File: src/rtl/regfile_mp.sv
// regfile_mp: multi-port register file with optional zero register, write-to-read bypass and busy scoreboard
module regfile_mp #(
  parameter int REG_W = 32,
  parameter int REG_COUNT = 32,
  parameter int REG_IDX_W = $clog2(REG_COUNT),
  parameter int NUM_RD = 2,
  parameter int NUM_WR = 2,
  parameter int ZERO_REG = 1,
  parameter int BYPASS = 1
) (
  input  logic                        clk,
  input  logic                        aresetn,
  input  logic [NUM_RD*REG_IDX_W-1:0] rd_reg,
  output logic [NUM_RD*REG_W-1:0]     rd_data,
  output logic [NUM_RD-1:0]           rd_busy,
  input  logic [NUM_WR-1:0]           wr_en,
  input  logic [NUM_WR*REG_IDX_W-1:0] wr_reg,
  input  logic [NUM_WR*REG_W-1:0]     wr_data,
  input  logic                        iss_en,
  input  logic [REG_IDX_W-1:0]        iss_reg
);
  logic [REG_W-1:0]     regs [REG_COUNT];
  logic [REG_COUNT-1:0] busy, busy_nxt;
  logic [REG_IDX_W-1:0] wr_idx [NUM_WR];
  logic [NUM_WR-1:0]    wr_ok;
  for (genvar i = 0; i < NUM_WR; i++) begin : g_wr
    assign wr_idx[i] = wr_reg[i*REG_IDX_W +: REG_IDX_W];
    assign wr_ok[i]  = wr_en[i] && !(ZERO_REG != 0 && wr_idx[i] == '0);
  end
  // an issue in the same cycle as a write re-marks the register busy
  always_comb begin
    busy_nxt = busy;
    for (int j = 0; j < NUM_WR; j++)
      if (wr_en[j]) busy_nxt[wr_idx[j]] = 1'b0;
    if (iss_en) busy_nxt[iss_reg] = 1'b1;
    if (ZERO_REG != 0) busy_nxt[0] = 1'b0;
  end
  always_ff @(posedge clk)
    if (!aresetn) begin
      for (int r = 0; r < REG_COUNT; r++) regs[r] <= '0;
      busy <= '0;
    end else begin
      for (int j = 0; j < NUM_WR; j++)
        if (wr_ok[j]) regs[wr_idx[j]] <= wr_data[j*REG_W +: REG_W];
      busy <= busy_nxt;
    end
  for (genvar i = 0; i < NUM_RD; i++) begin : g_rd
    logic [REG_IDX_W-1:0] idx;
    logic [REG_W-1:0]     fwd;
    logic                 hit, zero;
    assign idx  = rd_reg[i*REG_IDX_W +: REG_IDX_W];
    assign zero = ZERO_REG != 0 && idx == '0;
    always_comb begin
      hit = 1'b0;
      fwd = regs[idx];
      for (int j = 0; j < NUM_WR; j++)
        if (BYPASS != 0 && wr_en[j] && wr_idx[j] == idx) begin
          hit = 1'b1;
          fwd = wr_data[j*REG_W +: REG_W];
        end
    end
    assign rd_data[i*REG_W +: REG_W] = zero ? '0 : fwd;
    assign rd_busy[i] = !zero && busy[idx] && !hit;
  end
endmodule

File: config.mk
export PLATFORM = sky130hd
export DESIGN_NAME = regfile_mp
export DESIGN_NICKNAME = d
export VERILOG_FILES = /design/src/rtl/regfile_mp.sv
export SDC_FILE = /design/constraint.sdc
export NUM_CORES = 2
export LEC_CHECK = 0
export CAP_MARGIN = 30
export CORE_MARGIN = 5
export CORE_UTILIZATION = 35
export CTS_BUF_LIST = sky130_fd_sc_hd__clkbuf_8
export DETAILED_ROUTE_END_ITERATION = 10
export SLEW_MARGIN = 20
export SYNTH_ARGS = -nofsm -noshare
export SYNTH_HDL_FRONTEND = slang
export SYNTH_SLANG_ARGS = --single-unit
File: constraint.sdc
create_clock -name clk -period 4.2 [get_ports clk]
set_clock_uncertainty 0.2 [all_clocks]
set_input_delay 0.84 -clock clk [delete_from_list [all_inputs] [get_ports clk]]
set_output_delay 0.84 -clock clk [all_outputs]
set_load 0.01 [all_outputs]
==> flow_summary.yaml <==
power:
  leakage_nw: 27.2
  ir_drop_mv: 0.353
  p_per_area_nw_per_um2: 342
synth:
  syn_area_per_cell_sq_um: 12.9
  synth_area_leaders: "edfxtp_1 (49%), mux4_2 (15%), a22o_1 (11%), nand2_1 (3.6%), clkbuf_1 (2.8%)"
  yosysTopAreaCell: "edfxtp_1"
  yosysTopAreaCellShare: 0.489
  yosys_warnings: 0
  synth_cell_types: 50
  ys_seq_area_frac: 0.499
  synth_edf_count: 1024
  synthCells: 4876
  ys_ff_latch: 1055
  synth_area_sq_um: 62800
  async_reset_ff_frac: 0
  ys.flop_type: "edfxtp_1"
worst_setup_path:
  crit_cells: 10
  crit_end: "rd_data[32]"
  setup.worst_path.start: "rd_reg[5]"
  cp.arrival_ps: 3150
  path_class: "in -> out"
  critical_path.startpoint_type: "primary input"
  crit-reg2reg-launch: "busy[3]"
  reg2regPathDepth: 2
  worstPathRequired_ps: 3160
  r2r-end: "busy[3]"
  reg2reg_slack_ps: 3300
  crit_chain: "buf_16, buf_16, buf_4, buf_4, mux4_2, mux2_4, a221oi_4, nor4_2, a221o_1, buf_2"
  slowest_delay_ps: 490
  end_kind: "primary output"
  crit_fanout: 8
  crit_family: "multiplexers"
  slowest_stage: "mux4_2"
  worst-path-buf-inv: 5
global_route:
  overflow: 0
  grt_max_degree: 65
  grt_pass1_vias: 52195
  antenna_found_initial: 10
  track_usage: 0.298
  grt_pass1_wl_mm: 397
timing:
  maxSlewHeadroom: 0.432
  final_max_slew_viol_count: 0
  rsz0062_at_grt: "yes"
  setup-violations-final: 0
  hold_viol_final: 0
  fmax_ghz: 0.239
  period_minus_slack_ps: 4190
  finalCritPeriodShare: 0.998
  worst_slew_pin_slew_ps: 848
clocking:
  cts-buffers-inserted: 180
  worstSkewPairLatency_ps: 960
  cts.path.max_buffers: 3
  clock-sinks: 1055
  htreeDepth: 4
  path_clk_slew_ps: 60
  tritoncts: "built"
  cts-root-buf: "clkbuf_8"
  hold_buffers: 0
place:
  detailed_place_hpwl_mm: 190
  place_area_sq_um: 71800
  place_congestion: 0.963
  port_buffers: 159
  placed_cells: 7373
layout:
  drive_gt1_frac: 0.346
  layout_commonest_cell: "edfxtp_1"
  layout_common_cells: "edfxtp_1 (1024), a22o_1 (767), nand2_1 (610)"
  fin_util: 0.435
  multi_input_area_sq_um: 29800
  layout.cells.non_filler: 7799
  fin_nets: 5389
  seqCellArea_sq_um: 31400
  nFillCells: 15994
  area_delta_synth_final_pct: 23.5
  final_area_sq_um: 77600
die:
  start_util: 0.352
  die_w_um: 434
  dieArea_sq_um: 188000
  ioPinCount: 160
  rows: 155
  die_h_um: 434
  coreArea_sq_um: 179000
route:
  route.detailed.drc: 0
  drtIter0Drc: 8039
  antenna_left: 0
  routed_wl_mm: 288
  avgRoutedWirePerCell_um: 36.9
  firstDrtPassIters: 6
  vias_per_cell: 6.82
  vias: 53197
run_status:
  status: "finished clean"
worst_hold_path:
  hp-class: "reg -> reg"
flow_run:
  cap_viol_max_count: 0
==> tightest hold or removal path, stage by stage, from the launching register on <==
cell and delay [ps]:
dfxtp_1 330, a22oi_1 70, nor2_1 80
==> where the power goes <==
part,switching [W],internal (W),leakage [nW]
registers,0.000319,0.0122,10.0
logic,0.00266,0.00211,15.2
clock network,0.00462,0.00466,1.96
total,0.00760,0.0189,27.2
==> layout make-up <==
class                           count  area share
Tap cell                         2355      0.0380
Sequential cell                  1055       0.404
Multi-Input combinational cell   3101       0.385
Antenna cell                        5    0.000161
Clock inverter                    136      0.0103
Inverter                            3    0.000161
Clock buffer                      190      0.0337
Timing Repair Buffer              954       0.129
==> per-layer routing <==
metal | vias to the layer above | track usage | routed length, um
met5 | - | 0 | 52
met1 | 26639 | 0.357 | 96800
met2 | 4796 | 0.451 | 126000
li1 | 20558 | - | -
met4 | 8 | 0.213 | 25000
met3 | 1196 | 0.100 | 39600
==> sequential cells by signal, indices dropped and copies added, names as in the netlist <==
register and flops:
regs 1024, busy 31
==> worst min path at each step <==
stage                     startpoint       end  slack, ps  cells past startpoint
final                       busy[10]  busy[10]        320                      2
after floorplan             busy[10]  busy[10]        280                      2
after global placement      busy[10]  busy[10]        300                      2
after detailed placement    busy[14]  busy[14]        310                      2
after global routing         busy[2]   busy[2]        360                      2
after CTS                   busy[18]  busy[18]        320                      2
==> what timing repair did <==
| item | CTS | global route |
|---|---|---|
| endpoints found under the setup margin | 66 | 54 |
| setup buffers | 75 | 20 |
| resized for setup | 396 | 90 |
| pin swaps | 82 | 54 |
| hold endpoints to repair | 0 | 0 |
| cloned | 13 | 1 |
==> cells by family (layout without fill, tap and decap cells) <==
kind of cell | Yosys count | in the layout | synth area share
XOR/XNOR | 20 | 20 | 0.00279
buffers and inverters | 751 | 1283 | 0.0530
flip-flops | 1055 | 1055 | 0.499
AO/OA/AOI/OAI | 1406 | 1406 | 0.180
multiplexers | 726 | 726 | 0.200
other | 1 | 37 | 0.0000597
AND/OR/NAND/NOR | 917 | 917 | 0.0654
==> Yosys cell counts (all sizes together) (3+ instances only) <==
library cell,number
edfxtp,1024
a22o,768
nand2,610
clkbuf,463
mux4,407
buf,285
o21ai,258
mux2i,167
mux2,152
nor2,95
a22oi,94
a221oi,90
nor4,67
o221ai,64
a221o,62
and3,39
a211oi,34
dfxtp,31
o211a,30
nand3b,27
nor3b,18
and2,12
xnor2,12
and3b,11
or3,9
xor2,8
nor2b,6
nor3,4
or3b,4
inv,3
nand4,3
or2,3
==> stage by stage <==
| step | power, W | TNS, ps | hold WS, ps | setup WS (ps) |
|---|---|---|---|---|
| 2_1_floorplan | 0.0149 | 0 | 277 | 512 |
| 3_3_place_gp | 0.0170 | -33310 | 297 | -893 |
| 3_5_place_dp | 0.0170 | -33840 | 305 | -869 |
| 4_1_cts | 0.0264 | -328 | 322 | -83.0 |
| 5_1_grt | 0.0272 | -148 | 360 | -51.3 |
| 6_report | 0.0265 | 0 | 317 | 7.93 |
Power figures use the tool's default switching activity.
